--- config.mk ---
export PLATFORM = sky130hd
export DESIGN_NAME = aes_out_fifo_4to1_flat
export DESIGN_NICKNAME = d
export VERILOG_FILES = /design/src/rtl/aes_out_fifo_4to1_if.sv /design/src/rtl/aes_out_fifo_4to1.sv /design/src/flat_wrapper.sv
export SDC_FILE = /design/constraint.sdc
export NUM_CORES = 1
export LEC_CHECK = 0
export CAP_MARGIN = 20
export CORE_MARGIN = 2
export CORE_UTILIZATION = 50
export CTS_BUF_LIST = sky130_fd_sc_hd__clkbuf_16
export DETAILED_ROUTE_END_ITERATION = 6
export PLACE_DENSITY = 0.7
export SYNTH_ARGS = -nofsm -noshare
export SYNTH_HDL_FRONTEND = slang
export SYNTH_SLANG_ARGS = --single-unit
--- constraint.sdc ---
create_clock -name S_AXI_ACLK -period 13 [get_ports S_AXI_ACLK]
set_clock_uncertainty 0.15 [all_clocks]
set_input_delay 3.25 -clock S_AXI_ACLK [delete_from_list [all_inputs] [get_ports S_AXI_ACLK]]
set_output_delay 3.25 -clock S_AXI_ACLK [all_outputs]
set_load 0.01 [all_outputs]
--- src/rtl/aes_out_fifo_4to1_if.sv ---
// aes_out_fifo_4to1_if: result-capture and word-read bundle for the AES output FIFO
interface aes_out_fifo_4to1_if #(parameter int LVL_W = 4);
  logic [127:0]     inp_fifo;
  logic             wr_fifo;
  logic             rd_word;
  logic             clr_err;
  logic [31:0]      outp_word;
  logic [1:0]       word_idx;
  logic             fifo_empty;
  logic             fifo_full;
  logic [LVL_W-1:0] level;
  logic             overflow;
  logic             underflow;
  modport slave (
    input  inp_fifo, wr_fifo, rd_word, clr_err,
    output outp_word, word_idx, fifo_empty, fifo_full, level, overflow, underflow
  );
  modport master (
    output inp_fifo, wr_fifo, rd_word, clr_err,
    input  outp_word, word_idx, fifo_empty, fifo_full, level, overflow, underflow
  );
endinterface

--- src/rtl/aes_out_fifo_4to1.sv ---
// aes_out_fifo_4to1: circular buffer of 128-bit AES results read out as four 32-bit words
module aes_out_fifo_4to1 #(
  parameter int DEPTH = 10,
  parameter int LVL_W = 4
) (
  input logic                 S_AXI_ACLK,
  input logic                 S_AXI_ARESETN,
  aes_out_fifo_4to1_if.slave  bus
);
  typedef enum logic [1:0] {W0, W1, W2, W3} state_t;
  state_t           r_state, w_next;
  logic [127:0]     r_mem [DEPTH];
  logic [LVL_W-1:0] r_wr_ptr, r_rd_ptr, r_count;
  logic             r_ovf, r_unf;
  logic             w_empty, w_full, w_rd, w_pop, w_wr;
  logic [127:0]     w_head;
  assign w_empty = r_count == '0;
  assign w_full  = r_count == LVL_W'(DEPTH);
  assign w_rd    = bus.rd_word & !w_empty;
  assign w_pop   = w_rd & (r_state == W3);
  // A pop frees a slot in the same cycle, so a full FIFO still accepts the write
  assign w_wr    = bus.wr_fifo & (!w_full | w_pop);
  assign w_head  = r_mem[r_rd_ptr];
  always_ff @(posedge S_AXI_ACLK or negedge S_AXI_ARESETN)
    if (!S_AXI_ARESETN) r_state <= W0;
    else r_state <= w_next;
  always_comb w_next = w_rd ? state_t'(r_state + 2'd1) : r_state;
  always_comb begin
    bus.word_idx  = r_state;
    bus.outp_word = w_empty ? 32'd0 : w_head[{~r_state, 5'd0} +: 32];
  end
  always_ff @(posedge S_AXI_ACLK)
    if (w_wr) r_mem[r_wr_ptr] <= bus.inp_fifo;
  always_ff @(posedge S_AXI_ACLK or negedge S_AXI_ARESETN)
    if (!S_AXI_ARESETN) begin
      r_wr_ptr <= '0;
      r_rd_ptr <= '0;
      r_count  <= '0;
      r_ovf    <= 1'b0;
      r_unf    <= 1'b0;
    end else begin
      if (w_wr) r_wr_ptr <= (r_wr_ptr == LVL_W'(DEPTH - 1)) ? '0 : r_wr_ptr + 1'b1;
      if (w_pop) r_rd_ptr <= (r_rd_ptr == LVL_W'(DEPTH - 1)) ? '0 : r_rd_ptr + 1'b1;
      r_count <= r_count + LVL_W'(w_wr & !w_pop) - LVL_W'(w_pop & !w_wr);
      r_ovf   <= (bus.wr_fifo & !w_wr) | (r_ovf & !bus.clr_err);
      r_unf   <= (bus.rd_word & w_empty) | (r_unf & !bus.clr_err);
    end
  assign bus.fifo_empty = w_empty;
  assign bus.fifo_full  = w_full;
  assign bus.level      = r_count;
  assign bus.overflow   = r_ovf;
  assign bus.underflow  = r_unf;
endmodule
--- src/flat_wrapper.sv ---
// flat-port wrapper written by rule: the top's interface ports become plain ports
module aes_out_fifo_4to1_flat 
#(
  parameter int DEPTH = 10,
  parameter int LVL_W = 4
)
  (S_AXI_ACLK, S_AXI_ARESETN, bus_inp_fifo, bus_wr_fifo, bus_rd_word, bus_clr_err, bus_outp_word, bus_word_idx, bus_fifo_empty, bus_fifo_full, bus_level, bus_overflow, bus_underflow);
  aes_out_fifo_4to1_if #(.LVL_W(LVL_W)) bus_i ();
  input logic S_AXI_ACLK;
  input logic S_AXI_ARESETN;
  input wire logic [$bits(bus_i.inp_fifo)-1:0] bus_inp_fifo;
  input wire logic [$bits(bus_i.wr_fifo)-1:0] bus_wr_fifo;
  input wire logic [$bits(bus_i.rd_word)-1:0] bus_rd_word;
  input wire logic [$bits(bus_i.clr_err)-1:0] bus_clr_err;
  output wire logic [$bits(bus_i.outp_word)-1:0] bus_outp_word;
  output wire logic [$bits(bus_i.word_idx)-1:0] bus_word_idx;
  output wire logic [$bits(bus_i.fifo_empty)-1:0] bus_fifo_empty;
  output wire logic [$bits(bus_i.fifo_full)-1:0] bus_fifo_full;
  output wire logic [$bits(bus_i.level)-1:0] bus_level;
  output wire logic [$bits(bus_i.overflow)-1:0] bus_overflow;
  output wire logic [$bits(bus_i.underflow)-1:0] bus_underflow;
  assign bus_i.inp_fifo = bus_inp_fifo;
  assign bus_i.wr_fifo = bus_wr_fifo;
  assign bus_i.rd_word = bus_rd_word;
  assign bus_i.clr_err = bus_clr_err;
  assign bus_outp_word = bus_i.outp_word;
  assign bus_word_idx = bus_i.word_idx;
  assign bus_fifo_empty = bus_i.fifo_empty;
  assign bus_fifo_full = bus_i.fifo_full;
  assign bus_level = bus_i.level;
  assign bus_overflow = bus_i.overflow;
  assign bus_underflow = bus_i.underflow;
  aes_out_fifo_4to1 #(.DEPTH(DEPTH), .LVL_W(LVL_W)) u_core (.S_AXI_ACLK(S_AXI_ACLK), .S_AXI_ARESETN(S_AXI_ARESETN), .bus(bus_i));
endmodule
==> impl_metrics.env <==
export IMPL_clock_latency_ns=0.73
export IMPL_post_cts_setup_repair_buffer_count=0
export IMPL_core_rowCount=116
export IMPL_mean_syn_cell_area_sq_um=18.5
export IMPL_synthesis_yosys_warnings=0
export IMPL_worst_setup_path_type="flip-flop to output pin"
export IMPL_die_width_um=322
export IMPL_final_setup_tns_ns=0
export IMPL_timing_worst_slew_pin_value_ns=1.21
export IMPL_fp_dieArea_sq_mm=0.104
export IMPL_grt_pass1_vias=27200
export IMPL_route_vias_total=27000
export IMPL_grt_first_pass_wirelength_um=182000
export IMPL_rr_worst_depth=7
export IMPL_global_route_peak_usage_layer="met2"
export IMPL_critPathLaunchType="flip-flop"
export IMPL_layout_cells_most_common="sky130_fd_sc_hd__edfxtp_1"
export IMPL_globalRoute_totalOverflow=0
export IMPL_detail_route_wl_per_cell_um=28.9
export IMPL_dominantRegCellSynth="sky130_fd_sc_hd__edfxtp_1"
export IMPL_timing_final_max_slew_violations=0
export IMPL_finalSetupViolCount=0
export IMPL_detailedRoute_firstIterationViolations=3077
export IMPL_final_instance_count_excl_fill=4327
export IMPL_r2r_end="u_core.r_mem[0][49]"
export IMPL_die_height_um=322
export IMPL_endpoint_kind="output pin"
export IMPL_synthesized_netlist_net_count=2879
export IMPL_worst_endpoint_arrival_ns=5.25
export IMPL_outcome="finished, final reports clean"
export IMPL_post_route_period_util_pct=66.5
export IMPL_max_slew_margin_pct=19.1
export IMPL_first_pass_iters=6
export IMPL_postSynthRegisterBits=1296
export IMPL_syn_inst_count=2738
export IMPL_design_portCount=175
export IMPL_tritoncts="built"
export IMPL_io_buffers=174
export IMPL_synthToLayoutAreaGrowth_pct=14.0
export IMPL_nFillCells=7235
export IMPL_use_met3_pct=4.90
export IMPL_setup_reg_to_reg_worst_slack_ns=8.71
export IMPL_worstSetupStartpoint="u_core.r_rd_ptr[2]"
export IMPL_synthArstFlopShare_pct=1.23
export IMPL_number_of_antenna_violations_at_the_first_check_in_global_routing=17
export IMPL_hold_buffers=0
export IMPL_powerDensity_mw_per_mm2=224
export IMPL_synth_edff_count=1280
export IMPL_power_static_leakage_uw=0.0186
export IMPL_netlist_top_cells_area="sky130_fd_sc_hd__edfxtp_1 76%, sky130_fd_sc_hd__mux2i_1 5.1%, sky130_fd_sc_hd__mux4_2 4.7%"
export IMPL_ctsRootBufferMaster="sky130_fd_sc_hd__clkbuf_16"
export IMPL_cts_clk_slew_worst_paths_ns=0.06
export IMPL_starting_density_pct=50.5
export IMPL_reg2reg_from="u_core.bus.word_idx[0]"
export IMPL_synth_distinct_cells=50
export IMPL_route_detailed_vias_per_inst=6.23
export IMPL_post_route_cells_drive_above_1_share_pct=14.1
export IMPL_core_sq_mm=0.100
export IMPL_placed_cells_incl_taps=4080
export IMPL_globalRouteMet1Util_pct=33.1
export IMPL_finalHoldViolations=0
export IMPL_synth_seq_area_share_pct=76.8
export IMPL_numClockSinks=1296
export IMPL_met2_usage_pct=39.1
export IMPL_largest_net_degree_at_the_start_of_global_routing=129
export IMPL_drcViolationCount=0
export IMPL_worst_ir_drop_vdd_mv=0.246
export IMPL_crit_required_ns=9.60
export IMPL_ctsHtreeMaxLevel=4
export IMPL_detail_route_antenna_nets=0
export IMPL_finalWorstPathRequiredPeriod_ns=8.65
export IMPL_cts_resized=0
export IMPL_numCtsBuffers=132
export IMPL_timing_critical_path_fanout_max=43
export IMPL_fin_util_pct=57.5
export IMPL_max_freq_mhz=116
export IMPL_ctsLongestPathBuffers=3
export IMPL_global_route_usage_total_pct=24.2
export IMPL_holdWs_ns=0.389
export IMPL_worst_setup_path_end="bus_outp_word[15]"
export IMPL_grt_setup_unrepaired="false"
export IMPL_dp_hpwl_um=61600
export IMPL_final_cell_mix="1280 x sky130_fd_sc_hd__edfxtp_1, 256 x sky130_fd_sc_hd__mux2i_1, 174 x sky130_fd_sc_hd__clkdlybuf4s50_1, 138 x sky130_fd_sc_hd__clkbuf_16, 115 x sky130_fd_sc_hd__nand2_1"
export IMPL_maxCapViolCount=0
export IMPL_design_final_nets=3057
export IMPL_finalWirelength_um=125000
export IMPL_gp_congestion=0.755
export IMPL_hold_class="flip-flop to flip-flop"
export IMPL_yosys_area_top_type_share_pct=76.0
export IMPL_synth_area_sq_mm=0.0506
export IMPL_synth_largest_area_cell="sky130_fd_sc_hd__edfxtp_1"
[worst min-delay path by stage]
stage / startpoint / end / slack (ns) / cells after the start
final: u_core.bus.overflow / u_core.bus.overflow / 0.39 / 2
after global routing: u_core.r_wr_ptr[0] / u_core.r_wr_ptr[0] / 0.41 / 1
after CTS: u_core.r_wr_ptr[0] / u_core.r_wr_ptr[0] / 0.39 / 1
after detailed placement: u_core.bus.overflow / u_core.bus.overflow / 0.38 / 2
after global placement: u_core.r_wr_ptr[0] / u_core.r_wr_ptr[0] / 0.37 / 1
after floorplan: u_core.r_wr_ptr[0] / u_core.r_wr_ptr[0] / 0.34 / 1
[worst max-delay path, stage by stage, from the launching register on]
cell,delay [ns]
sky130_fd_sc_hd__dfrtp_4,0.75
sky130_fd_sc_hd__buf_4,0.65
sky130_fd_sc_hd__buf_4,0.80
sky130_fd_sc_hd__a211o_1,0.24
sky130_fd_sc_hd__a21oi_1,0.06
sky130_fd_sc_hd__o41ai_1,0.95
sky130_fd_sc_hd__nand2_1,0.18
sky130_fd_sc_hd__o22ai_1,0.22
sky130_fd_sc_hd__clkdlybuf4s50_1,0.58
[logic make-up after synthesis]
group | share of synthesized area (%)
flip-flops | 76.8
XOR/XNOR | 0.121
multiplexers | 11.1
AND/OR/NAND/NOR | 2.48
adder cells (fa/ha/maj) | 0.213
AO/OA/AOI/OAI | 7.29
buffers and inverters | 2.03
[registers in the layout, summed over array words and instances (netlist names)]
name and cells:
u_core.bus.underflow 1, u_core.r_wr_ptr 4, u_core.bus.word_idx 2, u_core.r_rd_ptr 4, u_core.r_mem 1280, u_core.bus.level 4, u_core.bus.overflow 1
[per-stage QoR]
stage	setup slack (ns)	power, uW	cell area (sq um)
floorplan	1.61	7950	50600
global placement	5.15	9360	53600
detailed placement	5.07	9440	53600
CTS	4.27	13000	57600
global route	4.10	13400	57600
finish	4.35	12900	57600
[routing by layer]
metal	up-vias	share of wire [%]	routed length, um
met3	265	8.3	10300
met2	1265	49	60900
li1	11500	-	-
met5	-	0.12	146
met4	22	2.8	3440
met1	13900	40	50200
[area by class of cell]
class | count | area [sq um] | area share, %
sequential | 1296 | 38900 | 67.4
multi-input combinational | 1258 | 10900 | 18.8
clock buffer | 138 | 3450 | 5.99
timing repair buffer | 215 | 2170 | 3.77
tap | 1298 | 1620 | 2.82
clock inverter | 101 | 594 | 1.03
inverter | 13 | 50.0 | 0.0868
antenna | 8 | 20.0 | 0.0347
[power breakdown]
part | switching [uW] | internal (uW) | total, uW
Combinational | 2490 | 1500 | 3990
Sequential | 273 | 5100 | 5380
Clock | 1540 | 2000 | 3540
Total | 4310 | 8600 | 12900
[synthesized netlist by cell type (all sizes together) (28+ instances only)]
library cell,count
a211oi,52
a221oi,28
mux2i,256
o21ai,169
clkbuf,68
a2111oi,31
mux2,58
a21oi,66
nor2b,66
edfxtp,1280
a22oi,85
nor2,60
o211ai,42
buf,103
nand2,116
mux4,106
(Power assumes the default switching activity.)
